==> src/rtl/neo_pkg.sv <==
// neo_pkg: shared width helpers, default parameters and default-width types for the NEO detector
package neo_pkg;
  localparam int N_DEF = 16;
  localparam int C_DEF = 4;
  localparam int K_DEF = 1;
  localparam int REFRACT_DEF = 8;
  function automatic int cw_f(input int c);
    return c > 1 ? $clog2(c) : 1;
  endfunction
  function automatic int ew_f(input int n);
    return 2 * n + 1;
  endfunction
  typedef logic signed [N_DEF-1:0] sample_t;
  typedef logic signed [ew_f(N_DEF)-1:0] energy_t;
  typedef struct packed {
    logic valid;
    logic [cw_f(C_DEF)-1:0] chan;
    logic signed [2*N_DEF-1:0] sq;
    logic signed [2*N_DEF-1:0] xp;
  } stage1_t;
endpackage

==> src/rtl/neo_chan_history.sv <==
// neo_chan_history: per-channel (2K+1)-deep sample history with fill counters and stage-0 issue register
module neo_chan_history #(
  parameter int N = 16,
  parameter int C = 4,
  parameter int K = 1,
  parameter int CW = 2
) (
  input logic Clk,
  input logic reset,
  input logic en,
  input logic we,
  input logic [CW-1:0] chan,
  input logic signed [N-1:0] data,
  output logic issue,
  output logic [CW-1:0] issue_chan,
  output logic signed [N-1:0] x_new,
  output logic signed [N-1:0] x_mid,
  output logic signed [N-1:0] x_old
);
  localparam int D = 2 * K + 1;
  localparam int FW = $clog2(D + 1);
  logic signed [N-1:0] hist [C][D];
  logic [FW-1:0] fill [C];
  assign x_new = hist[issue_chan][0];
  assign x_mid = hist[issue_chan][K];
  assign x_old = hist[issue_chan][2*K];
  always_ff @(posedge Clk)
    if (reset) begin
      for (int i = 0; i < C; i++) begin
        fill[i] <= '0;
        for (int j = 0; j < D; j++) hist[i][j] <= '0;
      end
      issue <= 1'b0;
      issue_chan <= '0;
    end else if (en) begin
      issue <= we && fill[chan] >= FW'(D - 1);
      issue_chan <= chan;
      if (we) begin
        hist[chan][0] <= data;
        for (int j = 1; j < D; j++) hist[chan][j] <= hist[chan][j-1];
        fill[chan] <= fill[chan] == FW'(D) ? fill[chan] : fill[chan] + FW'(1);
      end
    end
endmodule

==> src/rtl/neo_mc_detector.sv <==
// neo_mc_detector: multi-channel lag-K NEO engine with threshold spike detection and refractory suppression
module neo_mc_detector import neo_pkg::*; #(
  parameter int N = N_DEF,
  parameter int C = C_DEF,
  parameter int K = K_DEF,
  parameter int REFRACT = REFRACT_DEF,
  localparam int CW = cw_f(C),
  localparam int EW = ew_f(N)
) (
  input logic Clk,
  input logic reset,
  input logic in_valid,
  output logic in_ready,
  input logic signed [N-1:0] in_data,
  input logic [CW-1:0] in_chan,
  input logic signed [EW-1:0] thr,
  output logic out_valid,
  input logic out_ready,
  output logic signed [EW-1:0] out_energy,
  output logic [CW-1:0] out_chan,
  output logic out_spike
);
  localparam int RW = REFRACT > 0 ? $clog2(REFRACT + 1) : 1;
  typedef struct packed {
    logic valid;
    logic [CW-1:0] chan;
    logic signed [2*N-1:0] sq;
    logic signed [2*N-1:0] xp;
  } s1_t;
  logic en, we, issue, spike;
  logic [CW-1:0] issue_chan;
  logic signed [N-1:0] x_new, x_mid, x_old;
  logic signed [2*N-1:0] sq, xp;
  logic signed [EW-1:0] energy;
  logic [RW-1:0] refr [C];
  s1_t s1;
  assign en = !out_valid || out_ready;
  assign in_ready = en;
  assign we = in_valid && en && 32'(in_chan) < C;
  neo_chan_history #(.N(N), .C(C), .K(K), .CW(CW)) u_hist (
    .Clk(Clk),
    .reset(reset),
    .en(en),
    .we(we),
    .chan(in_chan),
    .data(in_data),
    .issue(issue),
    .issue_chan(issue_chan),
    .x_new(x_new),
    .x_mid(x_mid),
    .x_old(x_old)
  );
  always_comb begin
    sq = x_mid * x_mid;
    xp = x_new * x_old;
    energy = EW'($signed(s1.sq)) - EW'($signed(s1.xp));
    spike = energy > thr && refr[s1.chan] == '0;
  end
  always_ff @(posedge Clk)
    if (reset) s1 <= '0;
    else if (en) s1 <= '{valid: issue, chan: issue_chan, sq: sq, xp: xp};
  always_ff @(posedge Clk)
    if (reset) begin
      out_valid <= 1'b0;
      out_energy <= '0;
      out_chan <= '0;
      out_spike <= 1'b0;
      for (int i = 0; i < C; i++) refr[i] <= '0;
    end else if (en) begin
      out_valid <= s1.valid;
      if (s1.valid) begin
        out_energy <= energy;
        out_chan <= s1.chan;
        out_spike <= spike;
        refr[s1.chan] <= spike ? RW'(REFRACT) : refr[s1.chan] - RW'(refr[s1.chan] != '0);
      end
    end
endmodule

==> config.mk <==
export PLATFORM = sky130hd
export DESIGN_NAME = neo_mc_detector
export DESIGN_NICKNAME = d
export VERILOG_FILES = /design/src/rtl/neo_pkg.sv /design/src/rtl/neo_chan_history.sv /design/src/rtl/neo_mc_detector.sv
export SDC_FILE = /design/constraint.sdc
export NUM_CORES = 2
export LEC_CHECK = 0
export ABC_AREA = 1
export BUFFER_PORTS_ARGS = -buffer_cell sky130_fd_sc_hd__buf_2
export CAP_MARGIN = 20
export CORE_MARGIN = 8
export CORE_UTILIZATION = 25
export DETAILED_ROUTE_END_ITERATION = 16
export GPL_ROUTABILITY_DRIVEN = 0
export GPL_TIMING_DRIVEN = 0
export SYNTH_ARGS = -nofsm -noshare
export SYNTH_HDL_FRONTEND = slang
export SYNTH_SLANG_ARGS = --single-unit
==> constraint.sdc <==
create_clock -name Clk -period 7.7 [get_ports Clk]
set_input_delay 1.54 -clock Clk [delete_from_list [all_inputs] [get_ports Clk]]
set_output_delay 1.54 -clock Clk [all_outputs]
set_load 0.02 [all_outputs]
# Word-level counts from Yosys, hierarchy flattened
# Memories as Yosys holds them, arrays and structs flattened. A register that Yosys moved wholly into a read port is not among the register bits.
# Index checks and enable logic that the tools add are counted.
# word_totals
regBits	107
latchBits	0
ramBits	216
romBits	0
inputBits	55
word_cells	57
memories	3
# op_classes
add_sub_neg	3
n_mul	2
div	0
n_lt_le_gt_ge	2
n_eq_ne	1
shifts	0
n_mux	25
bitwise_logic	0
n_reduce_logical	11
# memory_table
memory	depth	word_bits	read_ports	rd_ports_with_merged_regs	write_ports	line_no	rtl
u_hist.hist	4	48	2	1	4	neo_chan_history.sv:22	logic signed [N-1:0] hist [C][D];
refr	4	4	1	1	4	neo_mc_detector.sv:35	logic [RW-1:0] refr [C];
u_hist.fill	4	2	1	0	4	neo_chan_history.sv:23	logic [FW-1:0] fill [C];
# op_table
op	count
$mul 16x16->32	2
$mux 48	1
$reduce_or 48->1	1
$gt 33x33->1	1
$sub 32x32->33	1
$mux 2	9
$mux 1	13
$mux 4	2
$logic_not 4->1	1
$reduce_bool 4->1	1
$reduce_or 4->1	1
$sub 4x1->4	1
$logic_and 1x1->1	3
$add 2x1->2 const B	1
$eq 2x2->1 const B	1
$ge 2x2->1 const B	1
$reduce_and 2->1	1
$reduce_or 2->1	1
$logic_not 1->1	1
$logic_or 1x1->1	1

# Logic depth before layout (Yosys ltp)
# logic_depth
word_depth	9
ltp_mapped	34
mapped_depth_nobuf	34

# Hierarchy
# From an unflattened synthesis, not the netlist that was laid out.
# unflattened
hier_cells	4678
area_unflattened_um2	37308.3
# modules_own_cells
mod	n_inst	cells_each	area_each_um2	seq_area_each_um2
neo_mc_detector	1	3582	27321.2	2582.5
neo_chan_history	1	1096	9987.1	6105.9

# Worst setup path after synthesis
# No wires, ideal clock.
# synth_path
path_type	reg-to-reg
from	register (tool-made name)
to	register s1[55] (netlist name)
setup_time_ns	0.109
arrival_time_ns	6.123
required_time_ns	7.591
slack_ns	1.468
path_stages_with_launch	28
path_buffers	3
period_less_slack_ns	6.232
path_cell_list	dfxtp_1 -> buf_6 -> nand2_1 -> a32oi_4 -> inv_2 -> buf_6 -> buf_2 -> nor2_1 -> fa_1 -> fa_1 -> fa_1 -> fa_1 -> fa_1 -> inv_1 -> fa_1 -> inv_1 -> ha_1 -> nand2_1 -> nand2_1 -> inv_1 -> o21ai_0 -> o21bai_1 -> a21oi_1 -> nand2_1 -> a21oi_1 -> o21ai_0 -> nand2_1 -> inv_1
# synth_rtl
item	line_no	rtl
to (signal assigned)	neo_mc_detector.sv:61	else if (en) s1 <= '{valid: issue, chan: issue_chan, sq: sq, xp: xp};
to (decl)	neo_mc_detector.sv:36	s1_t s1;

==> impl_metrics.tcl <==
set metrics [dict create \
    status "completed" \
    finalMaxSlewViolations 0 \
    vias_per_cell 4.59 \
    critPathSlowestCell "fa_1" \
    crit_fanout 10 \
    async_flop_share 0 \
    port_buffers 91 \
    grt_pass1_wl_um 175000 \
    post_dp_cell_area_mm2 0.0395 \
    cts_tree "built" \
    stdcell_count 6439 \
    nets 5279 \
    clk_latency_ps 590 \
    synth_commonest_cells "inv_1 (960), nand2_1 (719), nor2_1 (590)" \
    drc_errors 0 \
    grt_pass1_vias 31000 \
    synth_edf_count 216 \
    area_growth_syn_to_layout_pct 11.9 \
    cts_buffer_depth 3 \
    avgSynthCellArea_um2 8.40 \
    cts_root_buffer "clkbuf_16" \
    io_pins 93 \
    cts_hold_buf 0 \
    htreeDepth 2 \
    syn-num-nets 5142 \
    syn_inst 4353 \
    dp_cells 6364 \
    cpPeakStageDelay_ps 640 \
    synthFlopType "edfxtp_1" \
    synth_area_leaders "fa_1 (27%), edfxtp_1 (18%), inv_1 (9.9%), ha_1 (8.1%), nand2_1 (7.4%)" \
    synth_top_area_frac 0.271 \
    clock-sinks 326 \
    maxCapViolCount 0 \
    rrSetupSlack_ps 170 \
    die_x_um 399 \
    core.rowCount 140 \
    layout_min_cycle_time_ps 7530 \
    grt_max_degree 49 \
    antenna_found_initial 6 \
    worstMarginPinSlew_ps 1160 \
    drt-wirelength-per-cell_um 17.5 \
    critical_path_required_ps 8160 \
    layout-drive-gt1-share 0.0898 \
    dr.pass1.iters 5 \
    hp-class "reg2reg" \
    totalWireLength_um 113000 \
    grt_usage 0.140 \
    hold_viol 0 \
    ant_nets 0 \
    slew_headroom 0.227 \
    synth_warnings 0 \
    crit_arrival_ps 7990 \
    skew_ps 35.1 \
    synth_seq_area_share 0.238 \
    die-height_um 399 \
    syn_area_mm2 0.0366 \
    setup_violations 0 \
    critPathBufInv 13 \
    rsz0062_at_grt "true" \
    fin_area_mm2 0.0409 \
    synth_top_area_cell "fa_1" \
    overflow 0 \
    period_share 0.978 \
    crit_path_end_kind "flip-flop" \
    crit_top_cell "inv_1" \
    clk_pin_slew_ps 60 \
    die-area_mm2 0.159 \
    vias 29600 \
    numCtsBuffers 39 \
    drtIter0Drc 2283 \
    synthDistinctLibCells 54 \
    synth_seq_cells 326 \
    worst_setup_path_start_kind "flip-flop" \
    synth.most_common_cell "inv_1" \
    cpLargestDelayFamily "adder cells" \
    fmax_ghz 0.133 \
    setup-tns-final_ps 0 \
    core_mm2 0.145 \
    fillCellCount 15600 \
    dp_hpwl_um 91700 \
    start_util 0.252 \
    crit_type "reg2reg" \
]
## layer usage
layer / GRT usage / part of all wire / vias to the layer above
met3: 0.0262 / 0.077 / 205
met2: 0.240 / 0.47 / 1088
met5: 0 / 0.00044 / -
met4: 0.0422 / 0.033 / 8
met1: 0.178 / 0.42 / 14500
li1: - / - / 13700
## metrics by stage
step                      hold WS [ps]  utilization  worst slack [ps]
final                              451        0.282               171
after global routing               466        0.281              -131
after CTS                          454        0.281              23.2
after detailed placement           441        0.272             -15.7
after global placement             438        0.271              73.2
after floorplan                    449            -              1470
## logic make-up (layout without fill, tap and decap cells)
kind of cell | count (synthesis) | after routing | share of synthesized area
simple gates | 1547 | 1547 | 0.171
flops | 326 | 326 | 0.238
fa+ha+maj | 734 | 734 | 0.353
xor+xnor | 69 | 69 | 0.0165
compound gates | 531 | 531 | 0.0983
other cells | 0 | 2 | 0
buf+inv | 1146 | 1313 | 0.124
## state kept, by name (all words and copies together), names as in the netlist, named ones only
register	cells
u_hist.issue	1
s1	66
out_spike	1
out_chan	2
u_hist.hist	192
u_hist.issue_chan	2
refr	16
out_energy	33
u_hist.fill	8
out_valid	1
## final cells by class
type                       instances  area, um2  area share
antenna                            2       5.00    0.000122
buffer                           124        682      0.0167
clock buffer                      47       1010      0.0246
clock inverter                    24        305     0.00746
inverter                        1022       3840      0.0938
multi-input combinational       2881      23500       0.573
sequential                       326       8690       0.212
tap                             1917       2400      0.0586
timing repair buffer              96        538      0.0131
## worst paths after layout
check,start,end,cells after the start
max reg2reg,flip-flop,s1[31]$_SDFFE_PP0N_,30
min,out_energy[27]$_SDFFE_PP0P_,out_energy[27]$_SDFFE_PP0P_,2
min reg2reg,out_energy[27]$_SDFFE_PP0P_,out_energy[27]$_SDFFE_PP0P_,2
max,flip-flop,s1[31]$_SDFFE_PP0N_,30
## placed cells by master (no fill, tap or decap), types with 15 or more instances in the layout
master | netlist | final
inv_1 | 960 | 960
nand2_1 | 719 | 715
nor2_1 | 590 | 590
fa_1 | 496 | 494
ha_1 | 238 | 238
edfxtp_1 | 216 | 216
a21oi_1 | 185 | 185
o21ai_0 | 158 | 158
buf_2 | 66 | 157
nand3_1 | 117 | 117
dfxtp_1 | 110 | 110
inv_2 | 60 | 60
xor2_1 | 46 | 46
clkbuf_1 | 34 | 40
clkbuf_16 | 0 | 39
nand4_1 | 38 | 38
nor2_2 | 34 | 34
a221oi_1 | 34 | 34
a32oi_2 | 24 | 24
xnor2_1 | 23 | 23
o21bai_1 | 19 | 19
nor3_1 | 18 | 18
buf_4 | 13 | 15
## worst register-to-register path: cells and delay by family (launching register included)
family / cells / cell delay [ps]
adders and majority gates: 7 / 3410
buffers and inverters: 13 / 1730
and+or+nand+nor: 8 / 1280
AOI/OAI and AO/OA: 2 / 550
DFF: 1 / 420
## what timing repair did
action | CTS | global route
pin swaps | 0 | 1
buffers inserted | 0 | 2
endpoints found under the setup margin | 1 | 17
resized for setup | 4 | 8
Power is left out: the tool's default activity adds up to more than one toggle a clock period on the data nets, which glitch-free logic cannot reach.
